<file path="config.mk">
export PLATFORM = sky130hd
export DESIGN_NAME = qspi_pmod_ctrl
export DESIGN_NICKNAME = d
export VERILOG_FILES = /design/src/rtl/qspi_pkg.sv /design/src/rtl/qspi_nibble_shifter.sv /design/src/rtl/qspi_pmod_ctrl.sv
export SDC_FILE = /design/constraint.sdc
export NUM_CORES = 1
export LEC_CHECK = 0
export CAP_MARGIN = 20
export CORE_ASPECT_RATIO = 2
export CORE_MARGIN = 2
export CORE_UTILIZATION = 56
export CTS_CLUSTER_SIZE = 14
export DETAILED_ROUTE_END_ITERATION = 16
export GPL_TIMING_DRIVEN = 0
export PLACE_DENSITY = 0.85
export SLEW_MARGIN = 15
export SYNTH_ARGS = -nofsm -noshare
export SYNTH_HDL_FRONTEND = slang
export SYNTH_SLANG_ARGS = --single-unit
</file>
<file path="constraint.sdc">
create_clock -name clk -period 4.7 [get_ports clk]
set_input_delay 0.705 -clock clk [delete_from_list [all_inputs] [get_ports clk]]
set_output_delay 0.705 -clock clk [all_outputs]
set_load 0.03 [all_outputs]
</file>
<file path="src/rtl/qspi_pkg.sv">
// Shared constants and types for the QSPI PMOD initiator: opcodes, phase lengths,
// target and FSM encodings, and the shift register operations.
package qspi_pkg;

  localparam logic [7:0] CMD_READ_QUAD  = 8'hEB;
  localparam logic [7:0] CMD_WRITE_QUAD = 8'h38;

  localparam int CMD_CYCLES  = 8;
  localparam int ADDR_CYCLES = 6;
  localparam int DUMMY_BASE  = 6;

  typedef enum logic [1:0] {
    TGT_FLASH = 2'd0,
    TGT_RAM_A = 2'd1,
    TGT_RAM_B = 2'd2,
    TGT_NONE  = 2'd3
  } target_e;

  typedef enum logic [2:0] {
    ST_IDLE,
    ST_CMD,
    ST_ADDR,
    ST_DUMMY,
    ST_DATA,
    ST_DESEL
  } state_e;

  typedef enum logic [2:0] {
    SH_HOLD,
    SH_LOAD_CMD,
    SH_SHIFT1,
    SH_SHIFT4,
    SH_LOAD_BYTE
  } shift_op_e;

endpackage

</file>
<file path="src/rtl/qspi_nibble_shifter.sv">
// 32-bit MSB-first shift register: holds {cmd, addr} for the header and is
// reloaded with each write byte during the data phase.
module qspi_nibble_shifter
  import qspi_pkg::*;
(
  input  logic        clk,
  input  logic        rst,
  input  shift_op_e   op_i,
  input  logic [31:0] load_word_i,
  input  logic [7:0]  load_byte_i,
  output logic        bit_o,
  output logic [3:0]  nib_o
);

  logic [31:0] sr_q, sr_d;

  always_comb begin
    sr_d = sr_q;
    unique case (op_i)
      SH_LOAD_CMD:  sr_d = load_word_i;
      SH_SHIFT1:    sr_d = {sr_q[30:0], 1'b0};
      SH_SHIFT4:    sr_d = {sr_q[27:0], 4'b0000};
      SH_LOAD_BYTE: sr_d = {load_byte_i, 24'h000000};
      default:      sr_d = sr_q;
    endcase
  end

  always_ff @(posedge clk) begin
    if (rst) sr_q <= '0;
    else     sr_q <= sr_d;
  end

  assign bit_o = sr_q[31];
  assign nib_o = sr_q[31:28];

endmodule

</file>
<file path="src/rtl/qspi_pmod_ctrl.sv">
// QSPI initiator for the shared flash / RAM A / RAM B PMOD: quad read (0xEB) and
// quad write (0x38) with a 24-bit address; qspi_clk runs at clk/2.
module qspi_pmod_ctrl
  import qspi_pkg::*;
#(
  parameter int LEN_BITS = 8
) (
  input  logic                clk,
  input  logic                rst,
  input  logic                start,
  input  logic                is_write,
  input  logic [1:0]          target,
  input  logic [23:0]         addr,
  input  logic [LEN_BITS-1:0] len,
  input  logic [1:0]          latency,
  input  logic                stop,
  output logic                busy,
  output logic                done,
  input  logic [7:0]          wr_data,
  output logic                wr_taken,
  output logic [7:0]          rd_data,
  output logic                rd_valid,
  output logic                qspi_clk,
  output logic [3:0]          qspi_data_out,
  output logic [3:0]          qspi_data_oe,
  input  logic [3:0]          qspi_data_in,
  output logic                qspi_flash_select,
  output logic                qspi_ram_a_select,
  output logic                qspi_ram_b_select
);

  localparam int NW = LEN_BITS + 1;

  state_e              state_q, state_d;
  logic                clk_q, clk_d;
  logic [3:0]          pcnt_q, pcnt_d;
  logic [NW-1:0]       nib_q, nib_d;
  logic                is_write_q, is_write_d;
  target_e             target_q, target_d;
  logic [LEN_BITS-1:0] len_q, len_d;
  logic [1:0]          lat_q, lat_d;
  logic                stop_seen_q, stop_seen_d;
  logic [3:0]          hi_q, hi_d;
  logic [7:0]          rd_data_q, rd_data_d;
  logic                rd_valid_q, rd_valid_d;
  logic                done_q, done_d;

  shift_op_e sh_op;
  logic      sh_bit;
  logic [3:0] sh_nib;
  logic      accept, last_nib, active;
  logic [3:0] dummy_last;

  qspi_nibble_shifter u_shifter (
    .clk         (clk),
    .rst         (rst),
    .op_i        (sh_op),
    .load_word_i ({is_write ? CMD_WRITE_QUAD : CMD_READ_QUAD, addr}),
    .load_byte_i (wr_data),
    .bit_o       (sh_bit),
    .nib_o       (sh_nib)
  );

  assign accept     = start && (target != TGT_NONE) && (len != '0);
  assign last_nib   = (nib_q == {len_q - LEN_BITS'(1), 1'b1});
  assign dummy_last = 4'(DUMMY_BASE - 1) + {2'b00, lat_q};

  always_comb begin
    state_d     = state_q;
    clk_d       = 1'b0;
    pcnt_d      = pcnt_q;
    nib_d       = nib_q;
    is_write_d  = is_write_q;
    target_d    = target_q;
    len_d       = len_q;
    lat_d       = lat_q;
    stop_seen_d = stop_seen_q;
    hi_d        = hi_q;
    rd_data_d   = rd_data_q;
    rd_valid_d  = 1'b0;
    done_d      = 1'b0;
    sh_op       = SH_HOLD;
    wr_taken    = 1'b0;

    unique case (state_q)
      ST_IDLE: begin
        if (accept) begin
          state_d     = ST_CMD;
          is_write_d  = is_write;
          target_d    = target_e'(target);
          len_d       = len;
          lat_d       = latency;
          pcnt_d      = '0;
          nib_d       = '0;
          stop_seen_d = 1'b0;
          sh_op       = SH_LOAD_CMD;
        end
      end
      ST_CMD, ST_ADDR, ST_DUMMY, ST_DATA: begin
        clk_d = ~clk_q;
        if (state_q == ST_DATA) stop_seen_d = stop_seen_q | stop;
        // clk_q high: this edge ends the SPI cycle, samples input and drives the next output
        if (clk_q) begin
          unique case (state_q)
            ST_CMD: begin
              sh_op = SH_SHIFT1;
              if (pcnt_q == 4'(CMD_CYCLES - 1)) begin
                state_d = ST_ADDR;
                pcnt_d  = '0;
              end else begin
                pcnt_d = pcnt_q + 4'd1;
              end
            end
            ST_ADDR: begin
              if (pcnt_q == 4'(ADDR_CYCLES - 1)) begin
                pcnt_d = '0;
                if (is_write_q) begin
                  state_d  = ST_DATA;
                  sh_op    = SH_LOAD_BYTE;
                  wr_taken = 1'b1;
                end else begin
                  state_d = ST_DUMMY;
                end
              end else begin
                sh_op  = SH_SHIFT4;
                pcnt_d = pcnt_q + 4'd1;
              end
            end
            ST_DUMMY: begin
              if (pcnt_q == dummy_last) begin
                state_d = ST_DATA;
                pcnt_d  = '0;
              end else begin
                pcnt_d = pcnt_q + 4'd1;
              end
            end
            default: begin
              if (!is_write_q) begin
                if (!nib_q[0]) begin
                  hi_d = qspi_data_in;
                end else begin
                  rd_data_d  = {hi_q, qspi_data_in};
                  rd_valid_d = 1'b1;
                end
              end
              if (!nib_q[0]) begin
                sh_op = SH_SHIFT4;
                nib_d = nib_q + NW'(1);
              end else if (last_nib || stop_seen_q || stop) begin
                state_d = ST_DESEL;
                pcnt_d  = '0;
                clk_d   = 1'b0;
              end else begin
                nib_d = nib_q + NW'(1);
                if (is_write_q) begin
                  sh_op    = SH_LOAD_BYTE;
                  wr_taken = 1'b1;
                end
              end
            end
          endcase
        end
      end
      default: begin
        // two deselected clocks, then a done cycle that still reports busy
        pcnt_d = pcnt_q + 4'd1;
        if (pcnt_q == 4'd1) done_d = 1'b1;
        if (pcnt_q == 4'd2) state_d = ST_IDLE;
      end
    endcase
  end

  always_ff @(posedge clk) begin
    if (rst) begin
      state_q     <= ST_IDLE;
      clk_q       <= 1'b0;
      pcnt_q      <= '0;
      nib_q       <= '0;
      is_write_q  <= 1'b0;
      target_q    <= TGT_FLASH;
      len_q       <= '0;
      lat_q       <= '0;
      stop_seen_q <= 1'b0;
      hi_q        <= '0;
      rd_data_q   <= '0;
      rd_valid_q  <= 1'b0;
      done_q      <= 1'b0;
    end else begin
      state_q     <= state_d;
      clk_q       <= clk_d;
      pcnt_q      <= pcnt_d;
      nib_q       <= nib_d;
      is_write_q  <= is_write_d;
      target_q    <= target_d;
      len_q       <= len_d;
      lat_q       <= lat_d;
      stop_seen_q <= stop_seen_d;
      hi_q        <= hi_d;
      rd_data_q   <= rd_data_d;
      rd_valid_q  <= rd_valid_d;
      done_q      <= done_d;
    end
  end

  assign active = (state_q == ST_CMD) || (state_q == ST_ADDR) ||
                  (state_q == ST_DUMMY) || (state_q == ST_DATA);

  always_comb begin
    qspi_data_out = 4'b0000;
    qspi_data_oe  = 4'b0000;
    unique case (state_q)
      ST_CMD: begin
        qspi_data_out = {3'b000, sh_bit};
        qspi_data_oe  = 4'b0001;
      end
      ST_ADDR: begin
        qspi_data_out = sh_nib;
        qspi_data_oe  = 4'b1111;
      end
      ST_DATA: begin
        if (is_write_q) begin
          qspi_data_out = sh_nib;
          qspi_data_oe  = 4'b1111;
        end
      end
      default: begin
        qspi_data_out = 4'b0000;
        qspi_data_oe  = 4'b0000;
      end
    endcase
  end

  assign busy              = (state_q != ST_IDLE);
  assign done              = done_q;
  assign rd_data           = rd_data_q;
  assign rd_valid          = rd_valid_q;
  assign qspi_clk          = clk_q;
  assign qspi_flash_select = !(active && target_q == TGT_FLASH);
  assign qspi_ram_a_select = !(active && target_q == TGT_RAM_A);
  assign qspi_ram_b_select = !(active && target_q == TGT_RAM_B);

endmodule

</file>
==> metrics.md <==
| Metric | Value |
|---|---|
| Combinational Power Share | `18.1%` |
| Share of cells above drive strength 1 | `4.97%` |
| Synth cell types | `67` |
| DR WL/cell | `17.1 µm` |
| RSZ-0062 raised after global routing | `no` |
| Seq pwr share | `42.3%` |
| Final WL | `11500 µm` |
| Yosys warns | `0` |
| Core Footprint | `7160 µm²` |
| Starting Density | `57.0%` |
| CTS Hold Bufs | `0` |
| Seq/Total Area, Yosys | `37.8%` |
| Final Hold Vio Count | `0` |
| CTS Buf Count | `9` |
| Clock group share of total power | `39.6%` |
| Port bufs | `76` |
| Post_cts resized | `0` |
| CTS clk-pin slew, worst paths | `50 ps` |
| Overall Global Routing Usage | `29.2%` |
| R2R Path End | `u_shifter.sr_q[6]` |
| Worst R2R Setup Slack | `1580 ps` |
| Critical Path RT | `3990 ps` |
| Final Cycle Share | `93.5%` |
| Final Core Density | `73.3%` |
| GR Overflow Total | `0` |
| Antenna Nets Post-Route | `0` |
| CP startpoint | `len_q[0]` |
| Slew @ Worst Pin | `923 ps` |
| # DRC | `0` |
| Syn Area/Cell | `8.31 µm²` |
| Mapped Area | `4080 µm²` |
| Postcts setup bufs | `0` |
| CTS tree | `yes` |
| Sink Count | `77` |
| Status | `completed` |
| Setup crit end | `wr_taken` |
| Reg-to-Reg Start | `len_q[0]` |
| Final slew viol count | `0` |
| Synth Instances | `491` |
| Global-route wire length before repair | `18800 µm` |
| Layout Skew | `4.33 ps` |
| Slowest-stage cell, CP | `a2111oi_4` |
| CP max FO | `9` |
| Max_slew headroom | `38.0%` |
| Yosys reg bits | `77` |
| Sw Share | `27.1%` |
| Buf/Inv on CP | `1` |
| DRT iter0 DRCs | `531` |
| DR vias | `4267` |
| Vias in the first global route | `4055` |
| Clock Latency Late Sink | `340 ps` |
| Psw | `0.467 mW` |
| Initial antenna violation count | `0` |
| Hpwl dp | `8310 µm` |
| P_leak | `1.92 nW` |
| H-Tree Depth | `3` |
| Number of I/O pins | `77` |
| CTS max path bufs | `2` |
| Post-synth top flop | `dfxtp_1` |
| Die area | `8020 µm²` |
| Fin nets | `637` |
| Critical Path AT | `3690 ps` |
| Die height | `125 µm` |
| Max-capacitance violation count | `0` |
| Diode count | `0` |
| Setup Viol. Count Final | `0` |
| Peak ir drop on the vdd network | `0.000267 V` |
| Cell family with most CP delay | `compound AO/OA/AOI/OAI gates` |
| Internal Power | `1.26 mW` |
| Die W | `64.4 µm` |
| Vias per cell | `6.32` |
| Final Wtd Congestion | `0.919` |
| Crit. path cell count | `7` |
| Worst hold-check path type | `reg -> reg` |
| Asr flop ratio synth | `0%` |
| Post-layout minimum cycle time | `4400 ps` |
| Largest net degree at the start of global routing | `12` |
| Setup TNS | `0 ps` |
| Clock Tree Root | `clkbuf_16` |
| PwrDens | `329 nW/µm²` |
| Synth-to-layout area growth | `28.5%` |
| Startpoint Class | `flop` |
| FP Rows | `44` |
| First-pass iteration count of the detailed router | `6` |
| Post-Syn Nets | `550` |
| F_max | `0.227 GHz` |
| EDFF count, synth | `0` |
| Crit end category | `output pin` |
| Max stage delay on crit path | `590 ps` |
| Fill count | `575` |
| Crit-path cells | `or4_4, a2bb2oi_1, a221o_1, a2111oi_4, o22ai_1, and2_1, clkdlybuf4s50_1` |
| R2R depth | `8` |
| WS Path Type | `reg -> out` |
[cells by family after synthesis]
logic type / synth area share [%]
flops: 37.8
xor+xnor: 2.79
mux: 3.71
buf+inv: 4.85
fa+ha+maj: 1.84
simple gates: 21.4
compound gates: 27.6
[placed cells by master (no fill, tap or decap), types with 3 or more instances in the layout]
master / n
o22ai_1: 4
buf_4: 3
nand3_1: 19
a221o_1: 4
and3_1: 7
and2_1: 6
mux2i_1: 14
xor2_1: 4
nor3_1: 15
a31oi_1: 7
a2111oi_1: 3
clkbuf_1: 38
o21ai_0: 21
clkbuf_16: 9
a31o_1: 10
nor2b_1: 6
xnor2_1: 9
a21oi_1: 31
a222oi_1: 15
a22oi_1: 9
o31ai_1: 7
nand4_1: 3
ha_1: 6
or3_1: 4
nand4b_1: 3
a31o_2: 5
dfxtp_1: 77
clkdlybuf4s50_1: 76
inv_1: 9
a211oi_1: 3
nand3b_1: 4
nand2b_1: 3
o2bb2ai_1: 4
nand2_1: 45
nor2_1: 51
a32oi_1: 3
[tightest hold or removal path, delay by kind of cell, from the launching register on]
kind            cells  cell delay (ps)
compound gates      1               50
flops               1              310
simple gates        1               50
[layout make-up]
cell class,count,area (µm²),share of cell area (%)
multi-input combinational,365,2340,44.6
clock buffer,15,258,4.92
sequential,77,1540,29.4
inverter,10,37.5,0.716
tap,92,115,2.20
clock inverter,1,30.0,0.573
buffer,39,160,3.05
timing repair buffer,76,761,14.5
[cell usage after synthesis (4+ instances only)]
master / number / area share (%)
nor2_1: 51 / 4.7
a31o_2: 5 / 1.1
a31o_1: 10 / 2.1
a22oi_1: 9 / 1.7
nor2b_1: 6 / 0.92
o22ai_1: 4 / 0.61
a222oi_1: 15 / 3.7
inv_1: 9 / 0.83
clkbuf_1: 33 / 3.0
a21oi_1: 31 / 3.8
nand2_1: 45 / 4.1
a31oi_1: 7 / 1.1
and2_1: 6 / 0.92
dfxtp_1: 77 / 38
and3_1: 7 / 1.1
nand3_1: 19 / 2.3
ha_1: 6 / 1.8
mux2i_1: 14 / 3.4
xor2_1: 4 / 0.86
nor3_1: 15 / 1.8
xnor2_1: 9 / 1.9
a221o_1: 4 / 0.98
o31ai_1: 7 / 1.3
o21ai_0: 21 / 2.6
or3_1: 4 / 0.61
nand3b_1: 4 / 0.74
o2bb2ai_1: 4 / 0.86
[power groups by stage]
| stage | clock network (mW) | logic [mW] | registers (mW) |
|---|---|---|---|
| global placement | 0 | 0.300 | 0.740 |
| detailed placement | 0 | 0.306 | 0.741 |
| floorplan | 0 | 0.196 | 0.731 |
| finish | 0.682 | 0.312 | 0.729 |
| CTS | 0.681 | 0.308 | 0.727 |
| global route | 0.713 | 0.339 | 0.733 |
[through the flow]
stage | cell area, µm² | power [mW] | hold WS, ps | setup WS [ps] | std cells
2_1_floorplan | 4080 | 0.927 | 440 | 1500 | 491
3_3_place_gp | 4950 | 1.04 | 455 | 705 | 659
3_5_place_dp | 4950 | 1.05 | 461 | 724 | 659
4_1_cts | 5240 | 1.72 | 468 | 331 | 675
5_1_grt | 5240 | 1.78 | 497 | 166 | 675
6_report | 5240 | 1.72 | 464 | 304 | 675
[sequential cells by signal, indices dropped and copies added (netlist names), 2 cells and up]
register and count:
target_q 2, lat_q 2, state_q 3, u_shifter.sr_q 32, hi_q 4, nib_q 9
rd_data 8, pcnt_q 4, len_q 8
[per-layer routing]
metal  GRT usage (%)  wire, µm  up-vias
met5               0         0        -
met2            48.5      5800      194
met4            13.6       326        0
met1            35.6      4530     2020
met3            5.78       869       32
li1                -         -     2021
[worst min path at each step]
stage                            start            endpoint  slack (ps)  depth (start not counted)
floorplan                     lat_q[1]            lat_q[1]         440                          2
global placement              lat_q[1]            lat_q[1]         450                          2
detailed placement            lat_q[1]            lat_q[1]         460                          2
CTS                           lat_q[1]            lat_q[1]         470                          2
global route        u_shifter.sr_q[31]  u_shifter.sr_q[31]         500                          1
finish                        lat_q[1]            lat_q[1]         460                          2
No activity file was read; power rests on OpenSTA's default activity.
